[config.mk]
export PLATFORM = sky130hd
export DESIGN_NAME = wb_mem_master
export DESIGN_NICKNAME = d
export VERILOG_FILES = /design/src/rtl/wb_mem_master.sv
export SDC_FILE = /design/constraint.sdc
export NUM_CORES = 1
export LEC_CHECK = 0
export ABC_AREA = 1
export ABC_CLOCK_PERIOD_IN_PS = 1800
export CAP_MARGIN = 20
export CELL_PAD_IN_SITES_DETAIL_PLACEMENT = 1
export CELL_PAD_IN_SITES_GLOBAL_PLACEMENT = 1
export CORE_MARGIN = 2
export CORE_UTILIZATION = 25
export CTS_BUF_LIST = sky130_fd_sc_hd__clkbuf_16
export DETAILED_ROUTE_END_ITERATION = 8
export PLACE_DENSITY_LB_ADDON = 0.1
export REMOVE_ABC_BUFFERS = 1
export SLEW_MARGIN = 20
export SYNTH_ARGS = -nofsm -noshare
export SYNTH_HDL_FRONTEND = slang
export SYNTH_SLANG_ARGS = --single-unit
[constraint.sdc]
create_clock -name i_clk -period 1.8 [get_ports i_clk]
set_input_delay 0.36 -clock i_clk [delete_from_list [all_inputs] [get_ports i_clk]]
set_output_delay 0.36 -clock i_clk [all_outputs]
set_load 0.005 [all_outputs]
[src/rtl/wb_mem_master.sv]
// Pipelined Wishbone initiator for single load/store requests.
// Places byte lanes, extends loads, rejects misalignment, times out.
module wb_mem_master #(
  parameter int TIMEOUT_CYCLES = 255
) (
  input  logic        i_clk,
  input  logic        i_reset,
  input  logic        i_req_valid,
  output logic        o_req_ready,
  input  logic [63:0] i_req_addr,
  input  logic        i_req_we,
  input  logic [1:0]  i_req_size,
  input  logic        i_req_signed,
  input  logic [63:0] i_req_wdata,
  output logic        o_rsp_valid,
  output logic [63:0] o_rsp_rdata,
  output logic        o_rsp_err,
  output logic [63:0] o_wb_adr,
  output logic [63:0] o_wb_dat,
  input  logic [63:0] i_wb_dat,
  output logic        o_wb_we,
  output logic [7:0]  o_wb_sel,
  output logic        o_wb_stb,
  output logic        o_wb_cyc,
  input  logic        i_wb_ack,
  input  logic        i_wb_stall
);

  typedef enum logic [2:0] {
    S_IDLE,
    S_STB,
    S_WAIT,
    S_RESP,
    S_ERR
  } state_t;

  localparam logic [15:0] TO_LAST = 16'(TIMEOUT_CYCLES - 1);

  state_t      state_q, state_d;
  logic [15:0] cnt_q, cnt_d;
  logic [2:0]  off_q, off_d;
  logic [1:0]  size_q, size_d;
  logic        sgn_q, sgn_d;

  logic        cyc_d, stb_d, we_d;
  logic [7:0]  sel_d;
  logic [63:0] adr_d, dat_d;
  logic        rsp_valid_d, rsp_err_d;
  logic [63:0] rdata_d;

  logic        stall;
  logic        expired;
  logic [63:0] load_data;

  function automatic logic misaligned(
    input logic [2:0] a,
    input logic [1:0] sz
  );
    logic m;
    unique case (sz)
      2'd0:    m = 1'b0;
      2'd1:    m = a[0];
      2'd2:    m = |a[1:0];
      default: m = |a[2:0];
    endcase
    return m;
  endfunction

  function automatic logic [7:0] lane_sel(
    input logic [2:0] off,
    input logic [1:0] sz
  );
    logic [7:0] s;
    unique case (sz)
      2'd0:    s = 8'h01 << off;
      2'd1:    s = 8'h03 << off;
      2'd2:    s = 8'h0F << off;
      default: s = 8'hFF;
    endcase
    return s;
  endfunction

  function automatic logic [63:0] extend(
    input logic [63:0] d,
    input logic [2:0]  off,
    input logic [1:0]  sz,
    input logic        sg
  );
    logic [63:0] r;
    logic [63:0] x;
    r = d >> {off, 3'b000};
    unique case (sz)
      2'd0:    x = {{56{sg & r[7]}}, r[7:0]};
      2'd1:    x = {{48{sg & r[15]}}, r[15:0]};
      2'd2:    x = {{32{sg & r[31]}}, r[31:0]};
      default: x = r;
    endcase
    return x;
  endfunction

  assign o_req_ready = (state_q == S_IDLE);
  assign stall       = (i_wb_stall == 1'b1);
  assign expired     = (cnt_q == TO_LAST);
  assign load_data   = extend(i_wb_dat, off_q, size_q, sgn_q);

  // State, bus and response registers.
  always_ff @(posedge i_clk) begin
    if (i_reset) begin
      state_q     <= S_IDLE;
      cnt_q       <= '0;
      off_q       <= '0;
      size_q      <= '0;
      sgn_q       <= 1'b0;
      o_wb_cyc    <= 1'b0;
      o_wb_stb    <= 1'b0;
      o_wb_we     <= 1'b0;
      o_wb_sel    <= '0;
      o_wb_adr    <= '0;
      o_wb_dat    <= '0;
      o_rsp_valid <= 1'b0;
      o_rsp_err   <= 1'b0;
      o_rsp_rdata <= '0;
    end else begin
      state_q     <= state_d;
      cnt_q       <= cnt_d;
      off_q       <= off_d;
      size_q      <= size_d;
      sgn_q       <= sgn_d;
      o_wb_cyc    <= cyc_d;
      o_wb_stb    <= stb_d;
      o_wb_we     <= we_d;
      o_wb_sel    <= sel_d;
      o_wb_adr    <= adr_d;
      o_wb_dat    <= dat_d;
      o_rsp_valid <= rsp_valid_d;
      o_rsp_err   <= rsp_err_d;
      o_rsp_rdata <= rdata_d;
    end
  end

  // Next-state, bus control and response generation.
  always_comb begin
    state_d     = state_q;
    cnt_d       = o_wb_cyc ? cnt_q + 16'd1 : cnt_q;
    off_d       = off_q;
    size_d      = size_q;
    sgn_d       = sgn_q;
    cyc_d       = o_wb_cyc;
    stb_d       = o_wb_stb;
    we_d        = o_wb_we;
    sel_d       = o_wb_sel;
    adr_d       = o_wb_adr;
    dat_d       = o_wb_dat;
    rsp_valid_d = 1'b0;
    rsp_err_d   = 1'b0;
    rdata_d     = '0;

    unique case (state_q)
      S_IDLE: begin
        if (i_req_valid) begin
          cnt_d = '0;
          if (misaligned(i_req_addr[2:0], i_req_size)) begin
            state_d     = S_ERR;
            rsp_valid_d = 1'b1;
            rsp_err_d   = 1'b1;
          end else begin
            state_d = S_STB;
            cyc_d   = 1'b1;
            stb_d   = 1'b1;
            we_d    = i_req_we;
            sel_d   = lane_sel(i_req_addr[2:0], i_req_size);
            adr_d   = {i_req_addr[63:3], 3'b000};
            dat_d   = i_req_wdata << {i_req_addr[2:0], 3'b000};
            off_d   = i_req_addr[2:0];
            size_d  = i_req_size;
            sgn_d   = i_req_signed;
          end
        end
      end

      S_STB: begin
        if (!stall && i_wb_ack) begin
          state_d     = S_RESP;
          cyc_d       = 1'b0;
          stb_d       = 1'b0;
          rsp_valid_d = 1'b1;
          rdata_d     = o_wb_we ? 64'd0 : load_data;
        end else if (expired) begin
          state_d     = S_RESP;
          cyc_d       = 1'b0;
          stb_d       = 1'b0;
          rsp_valid_d = 1'b1;
          rsp_err_d   = 1'b1;
        end else if (!stall) begin
          state_d = S_WAIT;
          stb_d   = 1'b0;
        end
      end

      S_WAIT: begin
        if (i_wb_ack) begin
          state_d     = S_RESP;
          cyc_d       = 1'b0;
          rsp_valid_d = 1'b1;
          rdata_d     = o_wb_we ? 64'd0 : load_data;
        end else if (expired) begin
          state_d     = S_RESP;
          cyc_d       = 1'b0;
          rsp_valid_d = 1'b1;
          rsp_err_d   = 1'b1;
        end
      end

      S_RESP:  state_d = S_IDLE;
      S_ERR:   state_d = S_IDLE;
      default: state_d = S_IDLE;
    endcase
  end

endmodule
==> impl_metrics.tcl, run 1 <==
set metrics [dict create \
    antenna_found_initial 7 \
    utilization 0.405 \
    multiInputGateArea_um2 5660 \
    grt_pass1_wl_um 76900 \
    hold_depth 4 \
    dp_hpwl_um 37100 \
    slew_headroom 0.641 \
    worst_pin_slew_ps 538 \
    clock_latency_ps 580 \
    port_buffers 403 \
    root_buffer "clkbuf_16" \
    htree_levels 1 \
    nFillCells 5468 \
    worst_slack_ps 37.2 \
    synthArstFlopShare 0 \
    hold_class "input pin to flop" \
    worst_setup_path_start_kind "flop" \
    yosysWarnings 0 \
    synth.largest_area_cell "dfxtp_1" \
    run_status "completed" \
    cp_num_buf_inv 1 \
    netlist_top_cells_area "dfxtp_1 40%, nand2_1 11%, o21ai_0 11%, nor2_1 8.7%, a21oi_1 4.5%" \
    ys_seq_area_frac 0.404 \
    cts_tree "yes" \
    critical-path-top-delay-family "buffers and inverters" \
    ys_types 44 \
    maxSlewViolCount 0 \
    fmax_ghz 0.567 \
    p_leak_uw 0.00881 \
    fin_crit_sh 0.979 \
    grt_usage 0.207 \
    clk_pin_slew_ps 60 \
    cts_made_buffers 30 \
    drc 0 \
    clock-sinks 227 \
    vdd_drop_max_mv 0.646 \
    die_area_um2 46800 \
    layout.nets 2337 \
    timing.clock.skew_ps 11.0 \
    reg2regPathDepth 8 \
    overflow 0 \
    cts_hold_buffers 0 \
    drtIter0Drc 604 \
    die_h_um 216 \
    wl_um 51700 \
    powerDensity_nw_per_um2 1020 \
    grt_max_degree 112 \
    rows 77 \
    cap_violations 0 \
    path_cells "clkdlybuf4s50_1" \
    wl_per_cell_um 18.8 \
    viasPerCell 4.74 \
    synth_top_area_frac 0.404 \
    io_pins 407 \
    synth_edf_count 0 \
    die_w_um 216 \
    netlist_area_um2 11300 \
    power.total_uw 18300 \
    ys_seq_elements 227 \
    gp_congestion 0.848 \
    areaGrowthSynthToFinish_pct 59.4 \
    clockBufferDepth 3 \
    crit_fanout 2 \
    finalHoldViolations 0 \
    dr.pass1.iters 5 \
    synth.most_common_cell "nand2_1" \
    core-area_um2 44300 \
    layout.area.seq_um2 4590 \
    dr_total_vias 13039 \
    worst_setup_path_end_kind "output pin" \
    critPathMaxStageDelay_ps 490 \
    worstPathArrival_ps 1400 \
    critical_path_class "flop to output pin" \
    avgSynthCellArea_um2 6.77 \
    antenna_left 0 \
    ys_top_cells_by_count "342 x nand2_1, 261 x nor2_1, 242 x o21ai_0, 227 x dfxtp_1, 115 x inv_1" \
    final_layout_size_suffix_gt1_frac 0.125 \
    finalCriticalPeriod_ps 1760 \
    netlist_instances 1664 \
    cp_slowest_cell "clkdlybuf4s50_1" \
    crit_required_ps 1440 \
    grt_pass1_vias 13274 \
    initial_core_util 0.254 \
    post-place-ws_ps -617 \
    dpl_cell_area_um2 16700 \
    path_depth 1 \
    synthFlopType "dfxtp_1" \
    whs_ps 193 \
    setup_violations 0 \
    fin_area_um2 18000 \
]
stage by stage:
stage	std cells	TNS, ps
floorplan	1543	-366460
global placement	2671	-76220
detailed placement	2671	-80970
CTS	2722	0
global route	2748	-24.2
finish	2748	0
flip-flops by register name, summed over array words and instances (netlist names), 2 cells and up:
signal	count
size_q	2
o_wb_dat	64
off_q	3
o_rsp_rdata	64
state_q	3
o_wb_adr	61
cnt_q	16
o_wb_sel	8
path summary, 6_finish.rpt:
| check | to | slack [ps] | start |
|---|---|---|---|
| worst max-delay path | o_wb_dat[45] | 40 | o_wb_dat[45] |
| worst min-delay path | state_q[1] | 190 | i_reset |
| worst max register to register | o_wb_dat[18] | 80 | state_q[1] |
| worst min register to register | o_wb_dat[8] | 460 | o_wb_dat[8] |
cells by family (layout without fill, tap and decap cells):
group | Yosys count | count (layout) | share of synthesized area
xor+xnor | 3 | 3 | 0.00233
simple gates | 740 | 740 | 0.271
compound gates | 429 | 429 | 0.207
mux | 14 | 14 | 0.0124
other cells | 1 | 10 | 0.000333
buf+inv | 244 | 727 | 0.0972
fa+ha+maj | 6 | 6 | 0.00667
flops | 227 | 227 | 0.404
metal layers:
layer	share of wire	GRT usage	vias up
met5	0	0	-
met4	0.029	0.0683	0
met3	0.041	0.0313	69
met2	0.48	0.353	321
met1	0.45	0.268	6246
li1	-	-	6403
timing repair:
| item | CTS | global route |
|---|---|---|
| pin swaps | 2 | 6 |
| cloned | 0 | 11 |
| buffers inserted | 1 | 8 |
| resized for setup | 179 | 44 |
| setup endpoints to repair | 153 | 205 |
power by group:
group,internal (uW),total (uW),switching [uW],leakage [uW]
combinational,3100,6640,3540,0.00649
sequential,5730,6150,424,0.00186
clock,3140,5530,2390,0.000452
total,12000,18300,6350,0.00881
area by class of cell:
class	count	share of cell area
Antenna cell	7	0.000976
Clock buffer	30	0.0418
Clock inverter	21	0.00760
Inverter	121	0.0267
Multi-Input combinational cell	1195	0.315
Sequential cell	227	0.256
Tap cell	592	0.0413
Timing Repair Buffer	555	0.311
layout by cell type, fill, tap and decap left out, types with 4 or more instances in the layout:
cell / synthesis / routed
inv_1: 115 / 117
clkdlybuf4s50_1: 0 / 233
nand2_1: 342 / 340
dlymetal6s2s_1: 0 / 25
clkinv_2: 1 / 9
dfxtp_2: 0 / 29
nand3_1: 90 / 90
nor2_2: 6 / 9
nor2_1: 261 / 258
nor3_1: 5 / 5
ha_1: 6 / 6
mux2i_1: 14 / 14
diode_2: 0 / 7
nand2_2: 2 / 4
o22ai_1: 21 / 21
a31oi_1: 14 / 14
o221ai_1: 7 / 7
clkinv_1: 0 / 6
nand4_1: 10 / 10
clkbuf_16: 0 / 41
o211ai_1: 34 / 34
buf_4: 15 / 113
or2_2: 11 / 11
a21oi_1: 102 / 101
dlygate4sd2_1: 0 / 142
dfxtp_1: 227 / 195
buf_12: 0 / 23
o21ai_0: 242 / 242
Power figures use the tool's default switching activity.
==> run 2: changes to the inputs <==
- HOLD_SLACK_MARGIN: not set -> 0.15
- SLEW_MARGIN: 20 -> not set
==> results of run 2 <==
Same layout as run 1: the final DEF is identical, and so are final timing and power.
